## config.mk

```make
export PLATFORM = sky130hd
export DESIGN_NAME = tmds_channel_decoder
export DESIGN_NICKNAME = d
export VERILOG_FILES = /design/src/rtl/tmds_channel_decoder.sv
export SDC_FILE = /design/constraint.sdc
export NUM_CORES = 1
export LEC_CHECK = 0
export CORE_UTILIZATION = 45
export CTS_BUF_LIST = sky130_fd_sc_hd__clkbuf_4 sky130_fd_sc_hd__clkbuf_8
export CTS_CLUSTER_SIZE = 12
export DETAILED_ROUTE_END_ITERATION = 6
export HOLD_SLACK_MARGIN = 0.1
export PLACE_DENSITY = 0.69
export SETUP_SLACK_MARGIN = 0.5
export SLEW_MARGIN = 20
export SYNTH_ARGS = -nofsm -noshare
export SYNTH_HDL_FRONTEND = slang
export SYNTH_SLANG_ARGS = --single-unit
```

## constraint.sdc

```tcl
create_clock -name iClk -period 4.71 [get_ports iClk]
set_input_delay 0.471 -clock iClk [delete_from_list [all_inputs] [get_ports iClk]]
set_output_delay 0.471 -clock iClk [all_outputs]
set_load 0.01 [all_outputs]
```

## src/rtl/tmds_channel_decoder.sv

```systemverilog
// One TMDS receive channel: word alignment via control-token search/bitslip, then 10b->8b decode.
// Define TMDS_DEC_ERRCNT_EN to enable the saturating lock-loss counter on oErrCnt.
module tmds_channel_decoder #(
  parameter int unsigned LOCK_CNT  = 8,
  parameter int unsigned TIMEOUT   = 4095,
  parameter int unsigned SLIP_WAIT = 16
) (
  input  logic       iClk,
  input  logic       iRst,
  input  logic [9:0] iTmdsPara,
  output logic [7:0] oVD,
  output logic [1:0] oCD,
  output logic       oVDE,
  output logic       oBitslip,
  output logic       oLocked,
  output logic [7:0] oErrCnt
);

  typedef enum logic [1:0] {StSearch, StWait, StLocked} state_e;

  localparam logic [11:0] TimeoutLast = 12'(TIMEOUT - 1);
  localparam logic [11:0] SlipLast    = 12'(SLIP_WAIT - 1);
  localparam logic [3:0]  LockRun     = 4'(LOCK_CNT);

  state_e      state_q, state_d;
  logic [9:0]  tmds_q, tmds_d;
  logic [11:0] timer_q, timer_d;
  logic [3:0]  run_q, run_d;
  logic        locked_q, locked_d;
  logic        bitslip_q, bitslip_d;
  logic [7:0]  vd_q, vd_d;
  logic [1:0]  cd_q, cd_d;
  logic        vde_q, vde_d;
`ifdef TMDS_DEC_ERRCNT_EN
  logic [7:0]  errcnt_q, errcnt_d;
`endif

  logic       is_tok;
  logic [1:0] tok_cd;
  logic [7:0] dat;
  logic [7:0] dec;
  logic [3:0] run_inc;

  assign tmds_d = iTmdsPara;

  always_comb begin
    is_tok = 1'b1;
    tok_cd = 2'b00;
    case (tmds_q)
      10'h354: tok_cd = 2'b00;
      10'h0AB: tok_cd = 2'b01;
      10'h154: tok_cd = 2'b10;
      10'h2AB: tok_cd = 2'b11;
      default: is_tok = 1'b0;
    endcase
  end

  // Undo the transmitter's optional inversion, then its XOR/XNOR chain.
  always_comb begin
    dat    = tmds_q[9] ? ~tmds_q[7:0] : tmds_q[7:0];
    dec    = '0;
    dec[0] = dat[0];
    for (int i = 1; i < 8; i++) begin
      dec[i] = tmds_q[8] ? (dat[i] ^ dat[i-1]) : ~(dat[i] ^ dat[i-1]);
    end
  end

  // Masking uses the registered lock flag, so outputs follow oLocked by one edge.
  always_comb begin
    vd_d  = 8'h00;
    cd_d  = 2'b00;
    vde_d = 1'b0;
    if (locked_q) begin
      if (is_tok) begin
        cd_d = tok_cd;
      end else begin
        vd_d  = dec;
        cd_d  = cd_q;
        vde_d = 1'b1;
      end
    end
  end

  assign run_inc = is_tok ? run_q + 4'd1 : 4'd0;

  always_comb begin
    state_d   = state_q;
    timer_d   = timer_q;
    run_d     = run_q;
    locked_d  = locked_q;
    bitslip_d = 1'b0;
`ifdef TMDS_DEC_ERRCNT_EN
    errcnt_d  = errcnt_q;
`endif
    case (state_q)
      StSearch: begin
        if (run_inc == LockRun) begin
          state_d  = StLocked;
          locked_d = 1'b1;
          timer_d  = 12'd0;
          run_d    = 4'd0;
        end else if (timer_q == TimeoutLast) begin
          state_d   = StWait;
          bitslip_d = 1'b1;
          timer_d   = 12'd0;
          run_d     = 4'd0;
        end else begin
          timer_d = timer_q + 12'd1;
          run_d   = run_inc;
        end
      end
      StWait: begin
        if (timer_q == SlipLast) begin
          state_d = StSearch;
          timer_d = 12'd0;
          run_d   = 4'd0;
        end else begin
          timer_d = timer_q + 12'd1;
        end
      end
      StLocked: begin
        if (is_tok) begin
          timer_d = 12'd0;
        end else if (timer_q == TimeoutLast) begin
          state_d  = StSearch;
          locked_d = 1'b0;
          timer_d  = 12'd0;
          run_d    = 4'd0;
`ifdef TMDS_DEC_ERRCNT_EN
          if (errcnt_q != 8'hFF) errcnt_d = errcnt_q + 8'd1;
`endif
        end else begin
          timer_d = timer_q + 12'd1;
        end
      end
      default: state_d = StSearch;
    endcase
  end

  always_ff @(posedge iClk) begin
    if (iRst) begin
      state_q   <= StSearch;
      tmds_q    <= 10'h000;
      timer_q   <= 12'd0;
      run_q     <= 4'd0;
      locked_q  <= 1'b0;
      bitslip_q <= 1'b0;
      vd_q      <= 8'h00;
      cd_q      <= 2'b00;
      vde_q     <= 1'b0;
`ifdef TMDS_DEC_ERRCNT_EN
      errcnt_q  <= 8'h00;
`endif
    end else begin
      state_q   <= state_d;
      tmds_q    <= tmds_d;
      timer_q   <= timer_d;
      run_q     <= run_d;
      locked_q  <= locked_d;
      bitslip_q <= bitslip_d;
      vd_q      <= vd_d;
      cd_q      <= cd_d;
      vde_q     <= vde_d;
`ifdef TMDS_DEC_ERRCNT_EN
      errcnt_q  <= errcnt_d;
`endif
    end
  end

  assign oVD      = vd_q;
  assign oCD      = cd_q;
  assign oVDE     = vde_q;
  assign oBitslip = bitslip_q;
  assign oLocked  = locked_q;
`ifdef TMDS_DEC_ERRCNT_EN
  assign oErrCnt  = errcnt_q;
`else
  assign oErrCnt  = 8'h00;
`endif

endmodule

```

==> results.yml <==
outcome:
  outcome: "complete, no violations"
critical_path:
  rr_worst_depth: 7
  cp.required_ns: 4.87
  start_kind: "register"
  cp_max_fo: 12
  endpoint_kind: "register"
  reg2reg_from: "tmds_q[1]"
  r2r_slack_ns: 2.23
  critPathLaunch: "tmds_q[1]"
  rr_endpoint: "timer_q[8]"
  cp_data_arrival_time_ns: 2.65
  cp-endpoint: "timer_q[8]"
  worstSetupPathType: "reg -> reg"
clock_network:
  cts.sinks: 41
  path_clk_slew_ns: 0.08
  numCtsBuffers: 5
  htreeDepth: 2
  clockRootBuffer: "clkbuf_8"
  cts_tree: "built"
  post_cts_buffers: 0
  cts_resized: 0
  clockBufferDepth: 2
  cts-hold-fix-buffers: 0
  clk_latency_ns: 0.30
synth:
  synth_commonest_cells: "dfxtp_1, nor2_1, nand2_1, nor2b_1"
  synth.distinct_cells: 48
  ys_seq_area_frac: 0.394
  synth_area_sq_mm: 0.00208
  ys.flop_type: "dfxtp_1"
  async_reset_ff_frac: 0
  yosys.area.top_type: "dfxtp_1"
  ys_seq_elements: 41
  yosysTopAreaCellShare: 0.394
  synth_edf_count: 0
  synth_area_leaders: "dfxtp_1, ha_1, xnor2_1"
  yosys.cell_count.top_type: "dfxtp_1"
  synth_area_per_cell_sq_um: 8.71
  yosysWarnings: 0
  synth_cells: 239
placed_design:
  place_area_sq_mm: 0.00231
  dpl.hpwl_um: 2870
  dp.cells: 306
  place.port_buffers: 24
  gp_congestion: 0.866
routing:
  drtAntennaViolNets: 0
  wl_um: 4070
  viasPerCell: 5.43
  drtPass1Iterations: 5
  drc_errors: 0
  drtIter0Drc: 87
  route.vias.total: 1706
  wl_per_cell_um: 13.0
timing:
  finalCritPeriodShare: 0.527
  rsz0062_at_grt: "no"
  fmaxAchievable_mhz: 403
  fin_skew_ns: 0.00650
  finalSetupTns_ns: 0
  min_period_ns: 2.48
  hold_violations: 0
  maxSlewHeadroom: 0.584
  setup_viol: 0
  worstMarginPinSlew_ns: 0.620
  drv_slew: 0
hold_path:
  worstHoldPathType: "reg -> reg"
floorplanning:
  num_rows: 24
  initial_core_util: 0.472
  die_area_sq_mm: 0.00490
  core_area_sq_mm: 0.00441
  die_y_um: 70.0
  die_w_um: 70.0
  pin_count: 33
global_routing:
  track_usage: 0.178
  grt_max_degree: 34
  grt_antenna_before_repair: 0
  grt_overflow: 0
  grt_pass1_vias: 1585
  grt_pass1_wl_um: 7030
layout:
  final-seq-area_sq_um: 821
  drive_above_1_share: 0.0725
  nets: 282
  stdcell_area_sq_mm: 0.00243
  areaGrowthSynthToFinish_pct: 16.6
  multi_input_area_sq_mm: 0.00114
  n_antenna_cell: 0
  post_layout_nonfiller_instances: 314
  n_fill_cell: 409
power:
  ir_drop_v: 0.000127
  total_power_mw: 0.706
  power_leakage_nw: 0.878
  p_per_area_mw_per_mm2: 291
job:
  max_cap_viol_count: 0
[placed cells by master (no fill, tap or decap), types with 2 or more instances in the layout]
cell | synthesis | final
nor2b_1 | 14 | 14
inv_1 | 8 | 8
clkbuf_8 | 0 | 6
nor4_1 | 2 | 2
mux2i_1 | 2 | 2
nand2_1 | 22 | 22
dfxtp_1 | 41 | 41
a211oi_1 | 2 | 2
o311ai_0 | 5 | 5
nand4_1 | 8 | 8
or2_2 | 3 | 3
nor2_1 | 24 | 24
or4_1 | 3 | 3
ha_1 | 9 | 9
nand4b_1 | 9 | 9
conb_1 | 1 | 8
and3_1 | 3 | 3
clkdlybuf4s50_1 | 0 | 24
nand3_1 | 8 | 8
or3_1 | 2 | 2
nor4bb_1 | 3 | 3
xnor2_1 | 12 | 12
o21ai_0 | 7 | 7
nand2b_1 | 2 | 2
a21oi_1 | 12 | 12
[worst max-delay path, cell delays in order, from the launching register on]
cell	delay, ns
dfxtp_1	0.38
ha_1	0.17
nor4bb_1	0.37
nand2_1	0.21
a221o_1	0.45
a22o_1	0.39
nand2_1	0.24
o311ai_0	0.15
[logic make-up after synthesis]
family	synth area share
flops	0.394
compound gates	0.119
buf+inv	0.0691
simple gates	0.297
mux	0.00962
other cells	0.00180
xor+xnor	0.0547
fa+ha+maj	0.0541
[how the worst min path moves through the flow]
stage / start / end / slack (ns) / cells past startpoint
2_1_floorplan: run_q[3] / run_q[3] / 0.46 / 2
3_3_place_gp: oCD[1] / oCD[1] / 0.46 / 2
3_5_place_dp: oCD[0] / oCD[0] / 0.46 / 2
4_1_cts: oCD[0] / oCD[0] / 0.47 / 2
5_1_grt: oCD[0] / oCD[0] / 0.50 / 2
6_report: oCD[0] / oCD[0] / 0.47 / 2
[power breakdown]
| part | total (mW) | switching [mW] | leakage (nW) | internal (mW) |
|---|---|---|---|---|
| clock network | 0.300 | 0.121 | 0.0619 | 0.179 |
| registers | 0.362 | 0.00909 | 0.334 | 0.353 |
| logic | 0.0442 | 0.0187 | 0.483 | 0.0255 |
[through the flow]
stage	setup slack (ns)	util	hold WS, ns
6_report	2.23	0.550	0.467
5_1_grt	2.00	0.550	0.500
4_1_cts	2.25	0.550	0.470
3_5_place_dp	2.25	0.523	0.459
3_3_place_gp	2.33	0.523	0.459
2_1_floorplan	2.55	-	0.462
[area by class of cell]
type / instances / area share
Timing Repair Buffer: 25 / 0.102
Clock inverter: 1 / 0.0124
Tap cell: 52 / 0.0268
Sequential cell: 41 / 0.338
Multi-Input combinational cell: 180 / 0.471
Clock buffer: 7 / 0.0371
Inverter: 8 / 0.0124
[flip-flops by register name, summed over array words and instances, names as in the netlist]
register	flops
oBitslip	1
tmds_q	10
state_q	2
oLocked	1
timer_q	12
oCD	2
oVD	8
oVDE	1
run_q	4
[per-layer routing]
metal	up-vias	GRT usage	routed length, um
met3	9	0.0476	146
met4	0	0.0667	72
met5	-	0	0
met1	794	0.218	1870
li1	870	-	-
met2	33	0.296	1980
No activity file was read; power rests on OpenSTA's default activity.
